<file path="src/rtl/stage_pipe.sv">
// rtl/stage_pipe.sv - elastic multi-stage pipeline with per-stage stall and flush
//
// Purpose:
//   STAGES-deep pipeline. Stage 0 is the youngest and stage STAGES-1 the oldest.
//   Each stage holds one valid bit and one WIDTH-bit payload. A stage advances
//   when its successor can take the beat. The ready chain is combinational from
//   out_ready back to in_ready, so an empty slot anywhere lets the stages behind
//   it close up in the same cycle.
//
// Ports:
//   clk        in   1                  rising-edge clock
//   reset      in   1                  asynchronous reset, active low
//   in_valid   in   1                  upstream beat present
//   in_data    in   WIDTH              upstream payload
//   in_ready   out  1                  stage 0 accepts this cycle
//   out_valid  out  1                  oldest stage offers a beat
//   out_data   out  WIDTH              payload of the oldest stage
//   out_ready  in   1                  downstream accepts
//   stall_req  in   STAGES             bit i freezes stage i
//   flush      in   STAGES             bit k kills stages 0..k
//   occupancy  out  $clog2(STAGES+1)   number of valid stages
//   retire_cnt out  64                 beats delivered downstream
//   bubble_cnt out  64                 cycles with out_ready=1 and out_valid=0
//
// Configuration:
//   PIPE_PERF_CNT_EN  when defined, retire_cnt and bubble_cnt count; otherwise
//                     both ports are tied to zero and no counter flops exist.

module stage_pipe #(
  parameter int STAGES = 5,
  parameter int WIDTH  = 64
) (
  input  logic                          clk,
  input  logic                          reset,
  input  logic                          in_valid,
  input  logic [WIDTH-1:0]              in_data,
  output logic                          in_ready,
  output logic                          out_valid,
  output logic [WIDTH-1:0]              out_data,
  input  logic                          out_ready,
  input  logic [STAGES-1:0]             stall_req,
  input  logic [STAGES-1:0]             flush,
  output logic [$clog2(STAGES+1)-1:0]   occupancy,
  output logic [63:0]                   retire_cnt,
  output logic [63:0]                   bubble_cnt
);

  localparam int OW = $clog2(STAGES+1);

  logic [STAGES-1:0] valid_q, valid_d;
  logic [WIDTH-1:0]  data_q [STAGES];
  logic [WIDTH-1:0]  data_d [STAGES];

  logic [STAGES-1:0] mv;    // stage releases its beat this cycle
  logic [STAGES-1:0] acc;   // stage can take a new beat this cycle
  logic [STAGES-1:0] kill;  // stage lies at or below the highest flush bit
  logic [STAGES-1:0] load;  // stage captures a surviving beat this cycle
  logic              in_fire;

  // Ready chain, evaluated oldest to youngest. kill[i] is the OR of flush
  // bits i and above, i.e. stage i is at or below the highest set flush bit.
  always_comb begin
    mv   = '0;
    acc  = '0;
    kill = '0;
    mv[STAGES-1]   = valid_q[STAGES-1] & ~stall_req[STAGES-1] & out_ready;
    acc[STAGES-1]  = ~stall_req[STAGES-1] & (~valid_q[STAGES-1] | mv[STAGES-1]);
    kill[STAGES-1] = flush[STAGES-1];
    for (int i = STAGES-2; i >= 0; i--) begin
      mv[i]   = valid_q[i] & ~stall_req[i] & acc[i+1];
      acc[i]  = ~stall_req[i] & (~valid_q[i] | mv[i]);
      kill[i] = flush[i] | kill[i+1];
    end
  end

  assign in_ready  = acc[0] & ~(|flush);
  assign in_fire   = in_valid & in_ready;
  assign out_valid = valid_q[STAGES-1] & ~stall_req[STAGES-1] & ~flush[STAGES-1];
  assign out_data  = data_q[STAGES-1];

  // A beat leaving a killed stage is discarded rather than handed on, so the
  // stage just above the flush point empties unless it is holding its own beat.
  always_comb begin
    load    = '0;
    valid_d = valid_q;
    load[0] = in_fire;
    for (int i = 1; i < STAGES; i++) begin
      load[i] = mv[i-1] & ~kill[i-1];
    end
    for (int i = 0; i < STAGES; i++) begin
      data_d[i] = data_q[i];
      if (kill[i]) begin
        valid_d[i] = 1'b0;
      end else if (load[i]) begin
        valid_d[i] = 1'b1;
      end else if (mv[i]) begin
        valid_d[i] = 1'b0;
      end
    end
    if (load[0]) begin
      data_d[0] = in_data;
    end
    for (int i = 1; i < STAGES; i++) begin
      if (load[i]) begin
        data_d[i] = data_q[i-1];
      end
    end
  end

  always_ff @(posedge clk or negedge reset) begin
    if (!reset) begin
      valid_q <= '0;
      for (int i = 0; i < STAGES; i++) begin
        data_q[i] <= '0;
      end
    end else begin
      valid_q <= valid_d;
      for (int i = 0; i < STAGES; i++) begin
        data_q[i] <= data_d[i];
      end
    end
  end

  always_comb begin
    occupancy = '0;
    for (int i = 0; i < STAGES; i++) begin
      occupancy = occupancy + OW'(valid_q[i]);
    end
  end

`ifdef PIPE_PERF_CNT_EN
  logic [63:0] retire_q, retire_d;
  logic [63:0] bubble_q, bubble_d;

  always_comb begin
    retire_d = retire_q + {63'd0, out_valid & out_ready};
    bubble_d = bubble_q + {63'd0, out_ready & ~out_valid};
  end

  always_ff @(posedge clk or negedge reset) begin
    if (!reset) begin
      retire_q <= '0;
      bubble_q <= '0;
    end else begin
      retire_q <= retire_d;
      bubble_q <= bubble_d;
    end
  end

  assign retire_cnt = retire_q;
  assign bubble_cnt = bubble_q;
`else
  assign retire_cnt = '0;
  assign bubble_cnt = '0;
`endif

endmodule
</file>
<file path="config.mk">
export PLATFORM = sky130hd
export DESIGN_NAME = stage_pipe
export DESIGN_NICKNAME = d
export VERILOG_FILES = /design/src/rtl/stage_pipe.sv
export SDC_FILE = /design/constraint.sdc
export NUM_CORES = 1
export LEC_CHECK = 0
export CAP_MARGIN = 20
export CORE_ASPECT_RATIO = 1.5
export CORE_MARGIN = 3
export CORE_UTILIZATION = 35
export CTS_CLUSTER_SIZE = 14
export DETAILED_ROUTE_END_ITERATION = 6
export PLACE_DENSITY = 0.66
export SYNTH_ARGS = -nofsm -noshare
export SYNTH_HDL_FRONTEND = slang
export SYNTH_SLANG_ARGS = --single-unit
</file>
<file path="constraint.sdc">
create_clock -name clk -period 5.6 [get_ports clk]
set_clock_uncertainty 0.05 [all_clocks]
set_input_delay 1.12 -clock clk [delete_from_list [all_inputs] [get_ports clk]]
set_output_delay 1.12 -clock clk [all_outputs]
set_load 0.02 [all_outputs]
</file>
# Yosys cells after proc, flatten, opt, wreduce, memory -nomap -nowiden
# Index checks and enable logic that the tools add are counted.
# op_classes
n_reduce_logical	6
addsub	4
muxes	15
n_bitwise	47
# op_table
operator	n
AND 1 bit	22
NOT 1 bit	16
two-way mux 1 bit	15
nonzero test 3 bit	5
bitwise OR 1 bit	9
adder 3 x 1 -> 3 bit	2
OR reduction 5 bit	1
adder 2 x 1 -> 3 bit	1
adder 1 x 1 -> 2 bit	1
# word_totals
word_cells	82
inputBits	78
ff_bits	325
out_inout_bits	197

# Depth between registers and ports, before layout
# depth
depth_word	21
depth_mapped	8
ltp_nobuf	4

# Worst setup path after synthesis
# No wires, ideal clock.
# synth_timing
path_kind	in2out
from	input port flush[1]
to	output port in_ready
arrival_time_ns	2.883
path_stages	5
path_slack_ns	1.547
n_path_buf	3
t_required_ns	4.430
cell_sequence	or4_1 > buf_2 > clkbuf_1 > clkbuf_1 > nor4_1
# synth_between
elab_chain_cells	3
# synth_rtl
element	line_no	text
start, declared	42	input logic [STAGES-1:0] flush,
OR reduction 5 bit	76	assign in_ready = acc[0] & ~(|flush);
NOT 1 bit	76	
AND 1 bit	76	
end, declared	37	output logic in_ready,
# No other way between the ends.

# Worst setup path after layout
# layout_timing
from	input port stall_req[3]
to	output port in_ready
# layout_between
elab_chain_cells	15
# layout_rtl
element	line_no	text
start, declared	41	input logic [STAGES-1:0] stall_req,
NOT 1 bit *	70, 71	
AND 1 bit (2 in series)	70	mv[i] = valid_q[i] & ~stall_req[i] & acc[i+1];
bitwise OR 1 bit	71	acc[i] = ~stall_req[i] & (~valid_q[i] | mv[i]);
AND 1 bit *	71	
AND 1 bit *	70	
bitwise OR 1 bit *	71	
AND 1 bit *	71	
AND 1 bit *	70	
bitwise OR 1 bit *	71	
AND 1 bit *	71	
AND 1 bit *	70	
bitwise OR 1 bit *	71	
AND 1 bit *	71	
AND 1 bit *	76	
# Mark *: on every way between the ends. The rest lies on a longest branch, timed or not.

==> summary.md <==
| Metric | Value |
|---|---|
| Status | finished, final reports clean |
| Final min period | 4.44 ns |
| Synthesized instance count | about 1400 |
| Final Util | 0.401 |
| Crit start category | input port |
| Netlist cell types | 39 |
| Critical Path, Cell by Cell | clkdlybuf4s50_1 > a211o_1 > and2_4 > o31a_1 > nor4_1 > clkdlybuf4s50_1 |
| Post-DR vias/cell | roughly 5 |
| Routed WL | 35300 um |
| Synth Area per Inst | 11.6 um^2 |
| DRC viols | 0 |
| Tot Pwr | between 4 and 5 mW |
| ANT nets after route | 0 |
| Synth Flop Type | dfrtp_1 |
| Hold path startpoint | data_q[205] |
| PnR worst setup slack | around 1.2 ns |
| Clock transition at path regs | 0.06 ns |
| # rows | 95 |
| Hpwl dp | 21800 um |
| Final worst-path cycle share | 0.793 |
| First-pass GRT wire length | 55400 um |
| Ports | 275 |
| Largest net degree at the start of global routing | 132 |
| F_max | 225 MHz |
| Global Route Usage Sum | 0.140 |
| Reg power frac | 0.509 |
| Post-synthesis sequential area ratio | 0.510 |
| Vias in the first global route | roughly 9800 |
| Final GP Congestion | ~0.79 |
| Cts bufs inserted | 31 |
| Initial detailed-routing violation count | 732 |
| Clock Latency Late Sink | 0.56 ns |
| Post-synthesis async set-or-reset flop share | 1.00 |
| IO Port Bufs | 146 |
| Congestion Overflow GR | 0 |
| Core area | between 40000 and 50000 um^2 |
| Share of layout cells above drive strength 1 | 0.237 |
| H-tree Lvls | 1 |
| FF-to-FF Start | valid_q[2] |
| FILL cells | 4201 |
| CP endpoint kind | output port |
| Crit path required time | 4.43 ns |
| Crit Path Max Fanout | 5 |
| Most common cell on crit path | clkdlybuf4s50_1 |
| # Post-CTS Setup Buffers | 0 |
| Final cell count without fillers | 2000 |
| Cell area after layout | approximately 18000 um^2 |
| VDD IR-drop max | 0.212 mV |
| R2R Setup Slk | 2.60 ns |
| Cells on Worst Hold Path | 1 |
| Final setup viols | 0 |
| Clock share of power | 0.419 |
| Hold Violations, Final | 0 |
| EDFF count, synth | 0 |
| Initial Util | 0.355 |
| WHS | 0.430 ns |
| CP peak stage delay | 0.66 ns |
| Final slew viol count | 0 |
| Die H | 268 um |
| Drt wl/cell | between 15 and 20 um |
| Crit path kind | input port to output port |
| Max stage delay cell, worst path | clkdlybuf4s50_1 |
| Worst reg2reg path depth | 7 |
| Clk root buf | clkbuf_16 |
| Worst reg2reg path endpoint | data_q[233] |
| CP arrival | 3.27 ns |
| RSZ-0062 raised after global routing | false |
| Sinks on Clock Net | ~330 |
| Area Overhead vs Synth | 12.9% |
| Max cap viols | 0 |
| Pre-CTS setup slack | 1.18 ns |
| DRT Pass-1 Iters | 7 |
| Final TNS setup | 0 ns |
| Die area | 48300 um^2 |
| CTS Hold Bufs | 0 |
| Yosys warnings | 0 |
| CP endpoint | in_ready |
| LEAKAGE | 8.56 nW |
| Combinational share of power | 0.072 |
| Net Sw Power | 1.20 mW |
| Placed insts | 1942 |
| CP Launch Point | stall_req[3] |
| Initial antenna violation count | 1 |
| CTS Buffer Depth | 3 |
| Cell Area, Placed | 16900 um^2 |
| Rel. slew slack | 0.376 |
| Worst Hold Class | flip-flop to flip-flop |
| Synth Register Bits | 325 |
| Worst Tran Pin Value | 0.935 ns |
| Via count | 10200 |
| Power Density | 274 nW/um^2 |
| Resized cells post-CTS | 0 |
| Internal Dissipation | between 3 and 4 mW |
| Switch share | 0.244 |
| CTS tree | yes |
| Die W | 180 um |
| Layout Nets | ~1500 |
| Mapped Area | 16000 um^2 |
-- logic make-up (layout without fill, tap and decap cells) --
group	after synthesis	after routing	share of synthesized area
buffers and inverters	370	285	0.136
and+or+nand+nor	281	281	0.100
AOI/OAI and AO/OA	139	139	0.0602
muxes	256	256	0.190
adders and majority gates	3	3	0.00329
other	1	129	0.000235
DFF	325	325	0.510
-- placed cells by master, fill, tap and decap left out, drive strengths merged, types with 9 or more instances in the layout --
cell	netlist	final
dfrtp	325	325
mux2	256	256
clkdlybuf4s50	0	145
conb	1	128
inv	64	67
nand2	66	66
nor4	66	66
a21oi	65	65
or4	65	65
nand3	65	65
o311ai	64	64
clkbuf	93	38
buf	213	23
clkinv	0	9
-- worst min path at each step --
stage | slack, ns | end
4_1_cts | 0.43 | data_q[205]
5_1_grt | 0.45 | data_q[205]
2_1_floorplan | 0.40 | data_q[205]
3_3_place_gp | 0.41 | data_q[205]
3_5_place_dp | 0.42 | data_q[205]
6_report | 0.43 | data_q[205]
-- state kept, by name, summed over array words and instances (netlist names) --
| signal | cells |
|---|---|
| data_q | 256 |
| out_data | 64 |
| valid_q | 5 |
-- worst max-delay path: cells and delay by family --
| kind | cells | cell delay, ns |
|---|---|---|
| simple gates | 2 | 0.36 |
| compound gates | 2 | 0.63 |
| buf+inv | 2 | 1.15 |
-- cell usage after synthesis, drive strengths merged, types with 2 or more instances --
cell type    n  area share
inv         64       0.015
or2          2     0.00078
mux2       256        0.19
fa           2      0.0025
nor4        66       0.027
a21oi       65       0.020
or4         65       0.031
nor2         5      0.0012
buf        213        0.10
nand2       66       0.016
nand2b       2     0.00078
nand3       65       0.020
nor2b        2     0.00078
dfrtp      325        0.51
nor3         2     0.00063
o21ai        3     0.00094
o311ai      64       0.035
o31a         2      0.0011
clkbuf      93       0.022
-- power by group through the flow --
stage	combinational [mW]	sequential, mW	clock, mW
2_1_floorplan	0.274	2.53	0
3_3_place_gp	0.344	2.55	0
3_5_place_dp	0.357	2.56	0
4_1_cts	0.358	2.51	2.14
5_1_grt	0.397	2.52	2.23
6_report	0.356	2.51	2.07
-- layout make-up --
class                           count  area, um^2  share of cell area
Clock buffer                       38         812              0.0451
Timing Repair Buffer              168        1770              0.0982
Multi-Input combinational cell    807        6160               0.342
Inverter                           64         240              0.0133
Antenna cell                        1        2.50            0.000139
Tap cell                          582         728              0.0404
Sequential cell                   325        8140               0.452
Clock inverter                     15         168             0.00930
-- metal layers --
metal	share of wire	wire (um)	track usage
met3	0.060	2130	0.0179
met4	0.034	1200	0.0548
met2	0.51	18100	0.254
met5	0	0	0
met1	0.39	13800	0.168
Power figures use the tool's default switching activity.
